### config.mk
export PLATFORM = sky130hd
export DESIGN_NAME = jtag_tap_sampled
export DESIGN_NICKNAME = d
export VERILOG_FILES = /design/src/rtl/jtag_tap_sampled.sv
export SDC_FILE = /design/constraint.sdc
export NUM_CORES = 1
export LEC_CHECK = 0
export BUFFER_PORTS_ARGS = -buffer_cell sky130_fd_sc_hd__buf_2
export CORE_MARGIN = 1.5
export CORE_UTILIZATION = 57
export DETAILED_ROUTE_END_ITERATION = 10
export PLACE_DENSITY = 0.9
export SLEW_MARGIN = 40
export SYNTH_ARGS = -nofsm -noshare
export SYNTH_HDL_FRONTEND = slang
export SYNTH_SLANG_ARGS = --single-unit
export TNS_END_PERCENT = 20
### constraint.sdc
create_clock -name clock -period 2.6 [get_ports clock]
set_input_delay 0.65 -clock clock [delete_from_list [all_inputs] [get_ports clock]]
set_output_delay 0.65 -clock clock [all_outputs]
set_load 0.01 [all_outputs]
### src/rtl/jtag_tap_sampled.sv
// JTAG TAP responder that oversamples the JTAG pins on the system clock.
// Provides IR, IDCODE, BYPASS and one user data register with update strobe.
module jtag_tap_sampled #(
    parameter int                     IR_WIDTH = 5,
    parameter logic [31:0]            IDCODE   = 32'h10E31913,
    parameter logic [IR_WIDTH-1:0]    USER_IR  = 5'h11,
    parameter int                     DR_WIDTH = 41
) (
    input  logic                clock,
    input  logic                reset,
    input  logic                jtag_TCK,
    input  logic                jtag_TMS,
    input  logic                jtag_TDI,
    input  logic                jtag_TRSTn,
    output logic                jtag_TDO_data,
    output logic                jtag_TDO_driven,
    input  logic [DR_WIDTH-1:0] capture_data,
    output logic                update_valid,
    output logic [DR_WIDTH-1:0] update_data,
    output logic [IR_WIDTH-1:0] ir_value,
    output logic [3:0]          tap_state
);

    localparam int DRW = (DR_WIDTH > 32) ? DR_WIDTH : 32;
    localparam int AW  = $clog2(DRW);
    localparam logic [IR_WIDTH-1:0] IR_IDCODE = IR_WIDTH'(1);

    typedef enum logic [3:0] {
        TLR    = 4'hF, RTI    = 4'hC,
        SEL_DR = 4'h7, CAP_DR = 4'h6, SH_DR  = 4'h2, EX1_DR = 4'h1,
        PAU_DR = 4'h3, EX2_DR = 4'h0, UPD_DR = 4'h5,
        SEL_IR = 4'h4, CAP_IR = 4'hE, SH_IR  = 4'hA, EX1_IR = 4'h9,
        PAU_IR = 4'hB, EX2_IR = 4'h8, UPD_IR = 4'hD
    } state_e;

    logic [1:0]          tck_sync_q, tms_sync_q, tdi_sync_q, trst_sync_q;
    logic                tck_prev_q;
    state_e              state_q, state_d, state_nx;
    logic [IR_WIDTH-1:0] ir_shift_q, ir_shift_d;
    logic [IR_WIDTH-1:0] ir_q, ir_d;
    logic [DRW-1:0]      dr_q, dr_d;
    logic                tdo_q, tdo_d;
    logic                drv_q, drv_d;
    logic                uv_q, uv_d;
    logic [DR_WIDTH-1:0] ud_q, ud_d;

    logic                tck_s, tms_s, tdi_s, trst_n;
    logic                tck_rise, tck_fall;
    logic [AW-1:0]       dr_msb;

    assign tck_s    = tck_sync_q[1];
    assign tms_s    = tms_sync_q[1];
    assign tdi_s    = tdi_sync_q[1];
    assign trst_n   = trst_sync_q[1];
    assign tck_rise = tck_s & ~tck_prev_q;
    assign tck_fall = ~tck_s & tck_prev_q;

    always_ff @(posedge clock) begin
        if (reset) begin
            tck_sync_q  <= '0;
            tms_sync_q  <= '0;
            tdi_sync_q  <= '0;
            trst_sync_q <= '0;
            tck_prev_q  <= 1'b0;
            state_q     <= TLR;
            ir_shift_q  <= '0;
            ir_q        <= IR_IDCODE;
            dr_q        <= '0;
            tdo_q       <= 1'b0;
            drv_q       <= 1'b0;
            uv_q        <= 1'b0;
            ud_q        <= '0;
        end else begin
            tck_sync_q  <= {tck_sync_q[0], jtag_TCK};
            tms_sync_q  <= {tms_sync_q[0], jtag_TMS};
            tdi_sync_q  <= {tdi_sync_q[0], jtag_TDI};
            trst_sync_q <= {trst_sync_q[0], jtag_TRSTn};
            tck_prev_q  <= tck_s;
            state_q     <= state_d;
            ir_shift_q  <= ir_shift_d;
            ir_q        <= ir_d;
            dr_q        <= dr_d;
            tdo_q       <= tdo_d;
            drv_q       <= drv_d;
            uv_q        <= uv_d;
            ud_q        <= ud_d;
        end
    end

    always_comb begin
        state_nx = TLR;
        unique case (state_q)
            TLR:     state_nx = tms_s ? TLR    : RTI;
            RTI:     state_nx = tms_s ? SEL_DR : RTI;
            SEL_DR:  state_nx = tms_s ? SEL_IR : CAP_DR;
            CAP_DR:  state_nx = tms_s ? EX1_DR : SH_DR;
            SH_DR:   state_nx = tms_s ? EX1_DR : SH_DR;
            EX1_DR:  state_nx = tms_s ? UPD_DR : PAU_DR;
            PAU_DR:  state_nx = tms_s ? EX2_DR : PAU_DR;
            EX2_DR:  state_nx = tms_s ? UPD_DR : SH_DR;
            UPD_DR:  state_nx = tms_s ? SEL_DR : RTI;
            SEL_IR:  state_nx = tms_s ? TLR    : CAP_IR;
            CAP_IR:  state_nx = tms_s ? EX1_IR : SH_IR;
            SH_IR:   state_nx = tms_s ? EX1_IR : SH_IR;
            EX1_IR:  state_nx = tms_s ? UPD_IR : PAU_IR;
            PAU_IR:  state_nx = tms_s ? EX2_IR : PAU_IR;
            EX2_IR:  state_nx = tms_s ? UPD_IR : SH_IR;
            UPD_IR:  state_nx = tms_s ? SEL_DR : RTI;
            default: state_nx = TLR;
        endcase
    end

    // Selected DR length is implied by the instruction; unknown codes are BYPASS.
    always_comb begin
        if (ir_q == IR_IDCODE)    dr_msb = AW'(31);
        else if (ir_q == USER_IR) dr_msb = AW'(DR_WIDTH - 1);
        else                      dr_msb = '0;
    end

    always_comb begin
        state_d    = state_q;
        ir_shift_d = ir_shift_q;
        ir_d       = ir_q;
        dr_d       = dr_q;
        tdo_d      = tdo_q;
        drv_d      = drv_q;
        uv_d       = 1'b0;
        ud_d       = ud_q;
        if (!trst_n) begin
            state_d = TLR;
            ir_d    = IR_IDCODE;
            tdo_d   = 1'b0;
            drv_d   = 1'b0;
        end else begin
            if (tck_rise) begin
                state_d = state_nx;
                if (state_q == CAP_IR) begin
                    ir_shift_d = IR_WIDTH'(2'b01);
                end else if (state_q == SH_IR) begin
                    ir_shift_d = {tdi_s, ir_shift_q[IR_WIDTH-1:1]};
                end else if (state_q == CAP_DR) begin
                    if (ir_q == IR_IDCODE)    dr_d = DRW'(IDCODE);
                    else if (ir_q == USER_IR) dr_d = DRW'(capture_data);
                    else                      dr_d = '0;
                end else if (state_q == SH_DR) begin
                    dr_d         = dr_q >> 1;
                    dr_d[dr_msb] = tdi_s;
                end
            end
            if (tck_fall) begin
                drv_d = (state_q == SH_DR) || (state_q == SH_IR);
                tdo_d = 1'b0;
                if (state_q == SH_IR) tdo_d = ir_shift_q[0];
                if (state_q == SH_DR) tdo_d = dr_q[0];
                if (state_q == UPD_IR) ir_d = ir_shift_q;
                if (state_q == UPD_DR && ir_q == USER_IR) begin
                    ud_d = dr_q[DR_WIDTH-1:0];
                    uv_d = 1'b1;
                end
            end
            if (state_q == TLR) ir_d = IR_IDCODE;
        end
    end

    assign jtag_TDO_data   = tdo_q;
    assign jtag_TDO_driven = drv_q;
    assign update_valid    = uv_q;
    assign update_data     = ud_q;
    assign ir_value        = ir_q;
    assign tap_state       = state_q;

endmodule
# Word-level counts from Yosys, hierarchy flattened
# Index checks and enable logic that the tools add are counted.
# Widths: inputs -> output; s select.
dict set report classes {
  mux 27
  n_reduce_logical 16
  eq_ne 17
  order_cmp 2
  bitwise_logic 8
}
# operator n
set ops {}
lappend ops {{$mux 41} 4}
lappend ops {{$pmux 4 s12} 1}
lappend ops {{$bwmux 41} 1}
lappend ops {{$eq 4x4->1 const B} 8}
lappend ops {{$eq 4x3->1 const B} 4}
lappend ops {{$mux 2} 6}
lappend ops {{$mux 3} 4}
lappend ops {{$mux 6} 2}
lappend ops {{$mux 5} 2}
lappend ops {{$reduce_or 3->1} 3}
lappend ops {{$eq 4x2->1 const B} 2}
lappend ops {{$lt 6x7->1 const B} 1}
lappend ops {{$demux 1 s6} 1}
lappend ops {{$ge 6x1->1 const B} 1}
lappend ops {{$not 1->1} 6}
lappend ops {{$reduce_and 3->1} 2}
lappend ops {{$reduce_or 2->1} 3}
lappend ops {{$eq 5x1->1 const B} 1}
lappend ops {{$eq 5x5->1 const B} 1}
lappend ops {{$mux 1} 5}
lappend ops {{$reduce_and 5->1} 1}
lappend ops {{$eq 4x1->1 const B} 1}
lappend ops {{$logic_not 4->1} 1}
lappend ops {{$mux 4} 1}
lappend ops {{5 further kinds} 8}
dict set report word_totals {
  in_bits 47
  regBits 108
  elab_cells 83
}

# Logic depth before layout (Yosys ltp)
# Gate-level depths: netlist of run 1.
dict set report depth {
  depth_word 10
  mapped_depth 7
}

# Worst setup path before layout of run 1
# Ideal clock, no wire load.
dict set report synth_timing {
  path_type {register to register}
  startpoint {reg ir_q[1], in the netlist ir_value[1]}
  endpoint {reg dr_q[31]}
  n_path_buf 1
  synth_period_minus_slack_ps 1764
  stages_incl_launch_ff 6
  required_time_ps 2521
  setup_time_ps 79
  arrival_ps 1685
  path_slack_ps 836
  path_cell_list {dfxtp_1 -> or4b_4 -> nor3_4 -> buf_6 -> a21oi_2 -> a211oi_2}
}
dict set report synth_between {
  elab_chain_cells 10
  elab_cells_between_ends 14
}
# element line_no
set synth_rtl {}
lappend synth_rtl {{start, declared} 40} ;# logic [IR_WIDTH-1:0] ir_q, ir_d;
lappend synth_rtl {{start signal, assigned} 81} ;# ir_q <= ir_d;
lappend synth_rtl {{$eq 5x5->1} {116, 143}}
lappend synth_rtl {{$mux 6} 116} ;# else if (ir_q == USER_IR) dr_msb = AW'(DR_WIDTH - 1);
lappend synth_rtl {{$mux 6} 115} ;# if (ir_q == IR_IDCODE) dr_msb = AW'(31);
lappend synth_rtl {{$lt 6x7->1 (not written as such) or $ge 6x1->1 (tied branches)} 147} ;# dr_d[dr_msb] = tdi_s;
lappend synth_rtl {{$logic_and 1x1->1 (not written as such)} 147}
lappend synth_rtl {{$mux 1 (not written as such)} 147}
lappend synth_rtl {{$demux 1 s6} 147}
lappend synth_rtl {{$bwmux 41} 147}
lappend synth_rtl {{$mux 41} 145} ;# end else if (state_q == SH_DR) begin
lappend synth_rtl {{$mux 41 (*)} 141} ;# end else if (state_q == CAP_DR) begin
lappend synth_rtl {{end signal, assigned} 82} ;# dr_q <= dr_d;
lappend synth_rtl {{end, declared} 41} ;# logic [DRW-1:0] dr_q, dr_d;
# Every way passes the cells marked *; elsewhere a longest branch is shown, timed or not. The select of a mux whose other input is x is not followed.
# A chain may end at the register's enable or synchronous reset.

# Worst setup path in the final report of run 1
dict set report layout_timing {
  startpoint {reg ir_q[1], in the netlist ir_value[1]}
  endpoint {reg ud_q[14], in the netlist update_data[14]}
}
dict set report layout_between {
  elab_chain_cells 3
}
# element line_no
set layout_rtl {}
lappend layout_rtl {{$eq 5x5->1} 156} ;# if (state_q == UPD_DR && ir_q == USER_IR) begin
lappend layout_rtl {{$logic_and 1x1->1} 156}
lappend layout_rtl {{$reduce_and 3->1 (no source line)} n/a}
lappend layout_rtl {{end signal, assigned} 86} ;# ud_q <= ud_d;
lappend layout_rtl {{end, declared} 45} ;# logic [DR_WIDTH-1:0] ud_q, ud_d;
# No other way between the ends.

==> metrics.txt, run 1 <==
status=finished, final reports clean; Tcrit/Tclk final=74.4%; ranking of synthesized cells by area=dfxtp_1 51%, nand2_1 8.4%, a21oi_1 7.0%; DRT Pass-1 Iters=4; Finished Layout Cells=682; most frequent cell after synthesis=dfxtp_1; GRT Total Usage=25.7%; Req. time, crit path=2.90 ns; Starting DRT DRC Count=256; worst skew pair latency=0.37 ns; Seq cells post-synth=108; RSZ-0062 raised after global routing=no; MaxCap Viol Count=0; slowest cell delay on critical path=0.57 ns; Critical Path Start Type=flip-flop; Clock Sinks=108; drt drc=0; number of global-route vias before repair=3370; clk buf depth=2; post_cts resized=0; layout cells sized above 1=23.0%; Fillers=616; share of the synthesized area in the top cell type=51.2%; leakage power total=0.00200 uW; Synth top cells by count=108 x dfxtp_1, 94 x nand2_1, 59 x a21oi_1, 51 x nor2_1, 28 x nor3_1; synthesized cell area=4220 um2; Area growth syn-to-layout=16.6%; first-pass GRT wire length=15.8 mm; count of different cell masters after synthesis=39; Yosys top cell by area=dfxtp_1; Die W=89.1 um; hold slack=0.447 ns; post-CTS setup buffers=0; post-route minimum period=1.93 ns; IO Count=100; DP Cell Count=666; remaining global-route overflow=0; CP Capture Type=flip-flop; Starting Density=58.6%; core area=7210 um2; Rel. slew slack=61.6%; worst path cell trace=nor4b_2 > and4_1 > buf_4 > nand2_1 > a21oi_1; # H-tree levels=3; Worst Hold Class=flip-flop to flip-flop; Critical path buffers and inverters=1; Hold Buf Count CTS=0; ant diodes=0; largest net degree at the start of global routing=99; CP delay by family, top=simple AND/OR/NAND/NOR gates; cts bufs inserted=9; Final Power=2700 uW; synthesized area per cell=8.45 um2; DR vias=3869; Clk pin slew, worst setup/hold paths=0.10 ns; Max IR drop VDD=0.419 mV; main flop type after synthesis=dfxtp_1; CTS tree=done; Routed WL per cell=14.9 um; syn_nets=547; FP Rows=31; Final HPWL DP=6.61 mm; CP Data Arrival Time=2.23 ns; Antenna Nets Post-Route=0; Synth Instances=500; number of synthesized flops with an enable pin=0; async set-or-reset flop fraction in the synthesized netlist=0%; setup_tns=0 ns; synth warn=0; actual slew at the worst max-slew pin=0.574 ns; IO buf count=99; DIE AREA=7940 um2; CP Class=flip-flop to flip-flop; final wirelength=10.2 mm; Final Max Slew Viols=0; Worst path slowest cell=nor4b_2; Nets=625; register area share after synthesis=51.2%; Final setup viols=0; Die Ht=89.1 um; power per cell area=548 nW/um2; gpl congestion=0.826; CP max FO=41; fmax=517 MHz; Layout Skew=0.0140 ns; initial antenna violation count=0; Final Util=68.3%; final hold vios=0; clock root cell=clkbuf_8; Vias/cell=5.67
## area by class of cell
cell class | instances | area (um2) | share of cell area, %
clock buffers | 9 | 124 | 2.51
well taps | 99 | 124 | 2.51
clock inverters | 7 | 57.6 | 1.17
flip-flops and latches | 108 | 2160 | 43.9
multi-input cells | 347 | 1870 | 37.9
inverters | 3 | 11.3 | 0.229
repair buffers | 109 | 583 | 11.8
## final timing paths
check / start / slack [ns] / to / cells past startpoint
max: ir_value[1] / 0.67 / update_data[14] / 5
min: tdi_sync_q[0] / 0.45 / tdi_sync_q[1] / 1
min reg2reg: tdi_sync_q[0] / 0.45 / tdi_sync_q[1] / 1
max reg2reg: ir_value[1] / 0.67 / update_data[14] / 5
## flip-flops by register name (all words and copies together) (netlist names)
register and cells:
ir_shift_q 5, tap_state 4, ir_value 5, tdi_sync_q 2, update_data 41, dr_q 41
jtag_TDO_driven 1, tck_sync_q 2, tck_prev_q 1, jtag_TDO_data 1, update_valid 1, trst_sync_q 2
tms_sync_q 2
## report_power, final
part	internal (uW)	switching, uW
Clock	364	593
Sequential	1660	5.20
Combinational	35.6	43.3
Total	2060	642
## layer usage
layer	track usage [%]	up-vias	wire (um)
met4	7.55	0	106
met2	40.4	169	4900
met5	0	-	0
met1	35.0	1779	4380
li1	-	1906	-
met3	6.74	15	807
## cells in the final DEF (no fill, tap or decap), types with 3 or more instances in the layout
cell type,count
buf_2,99
mux2i_1,6
nor2_1,51
buf_4,9
nand3_1,9
mux2_2,3
inv_1,3
dfxtp_1,108
a221oi_1,27
nor2b_1,13
a211oi_1,12
clkbuf_8,9
o21ai_0,17
inv_6,3
nor3_1,28
nand2_1,94
a21oi_1,59
## stage by stage
step	cell area (um2)	setup WS [ns]
6_report	4930	0.665
5_1_grt	4930	0.510
4_1_cts	4920	0.393
3_5_place_dp	4740	0.418
3_3_place_gp	4740	0.585
2_1_floorplan	4220	0.836
## worst reg2reg max path, delay by kind of cell, from the launching register on
family	cells	cell delay, ns
AOI/OAI and AO/OA	1	0.15
buffers and inverters	1	0.38
DFF	1	0.35
and+or+nand+nor	3	0.98
## cell families after synthesis
family / synth area share (%)
AO/OA/AOI/OAI: 19.0
multiplexers: 2.22
AND/OR/NAND/NOR: 22.8
flip-flops: 51.2
buffers and inverters: 4.80
Power figures use the tool's default switching activity.
==> inputs of run 2 (changes only) <==
--- a/config.mk
+++ b/config.mk
@@ -7,9 +7,9 @@
 export LEC_CHECK = 0
 export BUFFER_PORTS_ARGS = -buffer_cell sky130_fd_sc_hd__buf_2
 export CORE_MARGIN = 1.5
-export CORE_UTILIZATION = 57
+export CORE_UTILIZATION = 53
 export DETAILED_ROUTE_END_ITERATION = 10
-export PLACE_DENSITY = 0.9
+export PLACE_DENSITY = 0.85
 export SLEW_MARGIN = 40
 export SYNTH_ARGS = -nofsm -noshare
 export SYNTH_HDL_FRONTEND = slang
==> constraint.sdc (replaced) <==
create_clock -name clock -period 1.95 [get_ports clock]
set_input_delay 0.4875 -clock clock [delete_from_list [all_inputs] [get_ports clock]]
set_output_delay 0.4875 -clock clock [all_outputs]
set_load 0.01 [all_outputs]
==> run 2 against run 1 <==
First-iteration DRC count increased by 21%. Sequential power increased by 34%. Routed wire length increased by 2.1%. Combinational power increased by 36%. Non-clock buffer count increased by 9. Count of clock-buffer cells in the layout increased by 2. Largest cell class unchanged.
==> metrics.txt, run 2 (synthesized netlist as in run 1, its figures left out) <==
actual slew at the worst max-slew pin=0.581 ns (+0.00737 ns); final wirelength=10.4 mm (+2.1%); CP delay by family, top=simple AND/OR/NAND/NOR gates; Worst path slowest cell=or4b_4; Antenna Nets Post-Route=0 (unchanged); Area growth syn-to-layout=20.5%; Final Max Slew Viols=0 (unchanged); first-pass GRT wire length=17.1 mm (+8.2%); # H-tree levels=3 (unchanged); Die W=92.3 um (+3.6%); RSZ-0062 raised after global routing=no; final hold vios=0 (unchanged); FP Rows=32 (+3.2%); Psw=776 uW (+21%); Die Ht=92.3 um (+3.6%); DRT Pass-1 Iters=5 (+1); clock root cell=clkbuf_8; post-CTS setup buffers=0 (unchanged); initial antenna violation count=0 (unchanged); switch share=20.0% (-3.8 points); clk buf depth=2 (unchanged); Rel. slew slack=60.8% (-0.80 points); Clk pin slew, worst setup/hold paths=0.09 ns (about the same); number of global-route vias before repair=3619 (+7.4%); Starting Density=54.7% (-3.9 points); post-route minimum period=1.74 ns (-0.196 ns); commonest non-fill, non-tap cell in the layout=dfxtp_1; DR vias=3943 (+1.9%); GRT Total Usage=25.2% (-0.49 points); gpl congestion=0.822 (-0.48%); worst path cell trace=or4b_4 > nor3_4 > buf_4 > a221oi_1 > nor3_1; core area=7730 um2 (+7.1%); Nets=634 (+1.4%); IO Count=100 (unchanged); Req. time, crit path=2.24 ns (-0.66 ns); remaining global-route overflow=0 (unchanged); Routed WL per cell=15.0 um (+0.47%); largest net degree at the start of global routing=99 (unchanged); cts bufs inserted=9 (unchanged); Final HPWL DP=6.99 mm (+5.8%); worst skew pair latency=0.37 ns (about the same); Starting DRT DRC Count=311 (+21%); DP Cell Count=678 (+1.8%); post_cts resized=0 (unchanged); Hold Buf Count CTS=0 (unchanged); Layout Skew=0.0111 ns (-0.00295 ns); drt drc=0 (unchanged); Clk pwr share=40.1% (+4.7 points); Tcrit/Tclk final=89.2% (+15 points); CP Data Arrival Time=2.02 ns (-0.21 ns); MaxCap Viol Count=0 (unchanged); CTS tree=done; Critical Path Start Type=flip-flop; Max IR drop VDD=0.570 mV (+36%); CP max FO=13 (-68%); leakage power total=0.00207 uW (+3.8%); CP Class=flip-flop to flip-flop; commonest cells after routing, fill and taps aside=108 x dfxtp_1, 99 x buf_2, 94 x nand2_1; Finished Layout Cells=693 (+1.6%); fmax=575 MHz (+11%); Worst Hold Class=input pin to flip-flop; Comb power frac=2.8% (about the same); Final setup viols=0 (unchanged); slowest cell delay on critical path=0.59 ns (+0.02 ns); Int Pwr=3110 uW (+51%); IO buf count=99 (unchanged); setup_tns=0 ns (unchanged); Critical path buffers and inverters=1 (unchanged); layout cells sized above 1=23.5% (+0.53 points); CP Capture Type=flip-flop; Clock Sinks=108 (unchanged); sequential share of power=57.1% (-4.5 points); DIE AREA=8510 um2 (+7.3%); ant diodes=0 (unchanged); Vias/cell=5.69 (+0.29%); status=finished, final reports clean; power per cell area=763 nW/um2 (+39%)
[run 2: cell type report]
| class | count | area, um2 |
|---|---|---|
| Clock inverter | 4 | 98.8 |
| Tap cell | 102 | 128 |
| Clock buffer | 11 | 131 |
| Timing Repair Buffer | 118 | 701 |
| Multi-Input combinational cell | 347 | 1860 |
| Sequential cell | 108 | 2160 |
| Fill cell | 628 | 2640 |
| Inverter | 3 | 11.3 |
[run 2: layer usage]
layer  track usage, %  up-vias  share of wire [%]
met1             31.5     1857                 42
met2             41.5      157                 49
met5                0        -                  0
met4             10.1        0                1.6
met3             6.38       17                7.2
li1                 -     1912                  -
[run 2: power by group through the flow]
stage | clock [uW] | combinational [uW] | sequential (uW)
CTS | 1580 | 106 | 2220
detailed placement | 0 | 105 | 2270
finish | 1560 | 107 | 2220
global placement | 0 | 104 | 2270
floorplan | 0 | 43.5 | 2270
global route | 1670 | 115 | 2220
[run 2: path summary, 6_finish.rpt]
kind / from / slack (ns) / endpoint / depth (start not counted)
worst max-delay path: ir_value[1] / 0.21 / dr_q[7] / 5
worst min-delay path: jtag_TCK / 0.33 / tck_sync_q[0] / 2
worst max register to register: ir_value[1] / 0.21 / dr_q[7] / 5
worst min register to register: tms_sync_q[0] / 0.45 / tms_sync_q[1] / 1
[run 2: stage by stage]
stage	area, um2	total power [uW]	utilization (%)	setup slack [ns]	hold WS (ns)
global route	5090	4010	65.9	0.0773	0.327
finish	5090	3890	65.9	0.212	0.326
floorplan	4220	2310	-	0.186	0.414
global placement	4860	2370	62.9	0.298	0.416
CTS	5090	3910	65.9	0.213	0.320
detailed placement	4860	2380	62.9	0.235	0.431
==> inputs of run 3 (changes only) <==
--- a/config.mk
+++ b/config.mk
@@ -7,9 +7,9 @@
 export LEC_CHECK = 0
 export BUFFER_PORTS_ARGS = -buffer_cell sky130_fd_sc_hd__buf_2
 export CORE_MARGIN = 1.5
-export CORE_UTILIZATION = 53
+export CORE_UTILIZATION = 25
 export DETAILED_ROUTE_END_ITERATION = 10
-export PLACE_DENSITY = 0.85
+export PLACE_DENSITY = 0.49
 export SLEW_MARGIN = 40
 export SYNTH_ARGS = -nofsm -noshare
 export SYNTH_HDL_FRONTEND = slang
==> run 3 against run 2 <==
Count of clock-buffer cells in the layout increased by 2. Utilization decreased by 34 points. Clock skew decreased by 0.0044 ns. Critical path depth unchanged. Sequential share of layout area decreased by 1.7 points. Global-route usage decreased by 11 points. Via count decreased by 4.0%. Cell area increased by 4.3%.
==> metrics.txt, run 3 (synthesized netlist as in run 1, its figures left out) <==
# H-tree levels=3 (unchanged); Worst Min Path Start=jtag_TMS; CP Capture Type=flip-flop; commonest cells after routing, fill and taps aside=108 x dfxtp_1, 98 x buf_2, 94 x nand2_1; reg2reg start=ir_value[1]; Clock Sinks=108 (unchanged); first-pass GRT wire length=19.2 mm (+12%); fmax=565 MHz (-1.9%); clk buf depth=2 (unchanged); actual slew at the worst max-slew pin=0.691 ns (+0.110 ns); FP Rows=47 (+47%); worst skew pair latency=0.35 ns (-0.02 ns); layout cells sized above 1=23.7% (+0.17 points); commonest non-fill, non-tap cell in the layout=dfxtp_1; FF-to-FF path depth=5 (unchanged); Rel. slew slack=53.4% (-7.4 points); ant diodes=0 (unchanged); status=finished, final reports clean; Critical Path Start Type=flip-flop; core area=16500 um2 (+110%); post-route minimum period=1.77 ns (+0.0328 ns); WHS Path Cells=2 (unchanged); Die W=133 um (+44%); setup_tns=0 ns (unchanged); GRT Total Usage=13.7% (-11 points); final hold vios=0 (unchanged); CP max FO=13 (unchanged); RSZ-0062 raised after global routing=no; remaining global-route overflow=0 (unchanged); Starting Density=25.6% (-29 points); Die Ht=133 um (+44%); CTS tree=done; DIE AREA=17700 um2 (+110%); Antenna Nets Post-Route=0 (unchanged); Clk pin slew, worst setup/hold paths=0.07 ns (-0.02 ns); cts bufs inserted=9 (unchanged); IO Count=100 (unchanged); Vias/cell=4.67 (-18%); Req. time, crit path=2.21 ns (-0.03 ns); hold slack=0.345 ns (+0.0189 ns); Routed WL per cell=14.5 um (-3.1%); Starting DRT DRC Count=184 (-41%); Hold Buf Count CTS=0 (unchanged); Tcrit/Tclk final=90.8% (+1.7 points); Final Max Slew Viols=0 (unchanged); DRT Pass-1 Iters=5 (unchanged); final wirelength=11.8 mm (+13%); Layout Skew=0.00673 ns (-0.00437 ns); CP Data Arrival Time=2.04 ns (+0.02 ns); power per cell area=791 nW/um2 (+3.6%); Final HPWL DP=8.05 mm (+15%); number of global-route vias before repair=3633 (+0.39%); MaxCap Viol Count=0 (unchanged); Nets=633 (-0.16%); Final setup viols=0 (unchanged); gpl congestion=0.760 (-7.5%); largest net degree at the start of global routing=99 (unchanged); Max IR drop VDD=0.560 mV (-1.8%); CP Class=flip-flop to flip-flop; Area growth syn-to-layout=25.7%; post_cts resized=0 (unchanged); post-CTS setup buffers=0 (unchanged); Worst Hold Class=input pin to flip-flop; DR vias=3787 (-4.0%); initial antenna violation count=1 (+1); clock root cell=clkbuf_16; drt drc=0 (unchanged); leakage power total=0.00210 uW (+1.5%); crit path from=ir_value[1]; IO buf count=99 (unchanged)
[run 3: per-stage QoR]
stage,worst slack (ns),power (uW),std cells,utilization [%],cell area [um2]
after global routing,0.0186,4390,811,32.1,5310
after CTS,0.145,4270,811,32.1,5310
after detailed placement,0.173,2380,795,30.3,5000
final,0.179,4200,811,32.1,5310
after global placement,0.249,2380,795,30.3,5000
after floorplan,0.186,2310,500,-,4220
[run 3: per-layer routing]
| metal | vias up | GRT usage (%) | routed length (um) |
|---|---|---|---|
| met2 | 101 | 21.6 | 5560 |
| met3 | 14 | 3.83 | 641 |
| met4 | 2 | 4.64 | 182 |
| li1 | 1918 | - | - |
| met1 | 1752 | 18.2 | 5400 |
| met5 | - | 0 | 13 |
[run 3: path summary, 6_finish.rpt]
check        slack, ns             to
min               0.35  tms_sync_q[0]
min reg2reg       0.45  tms_sync_q[1]
max reg2reg       0.18        dr_q[9]
max               0.18        dr_q[9]
[run 3: where the power goes]
part	internal [uW]	leakage [uW]	switching, uW
registers	2210	0.000871	7.09
clock network	1070	0.000150	799
logic	48.5	0.00108	61.2
total	3330	0.00210	867
[run 3: area by class of cell]
cell class	instances	area (um2)
tap	220	275
timing repair buffer	117	696
multi-input combinational	347	1860
clock buffer	13	260
sequential	108	2160
fill	1782	11200
clock inverter	3	43.8
inverter	3	11.3
[run 3: critical path, stage by stage (launching register included)]
cell and delay, ns:
dfxtp_1 0.35, or4b_4 0.59, nor3_4 0.20, buf_4 0.25, a221oi_1 0.10, nor3_1 0.20
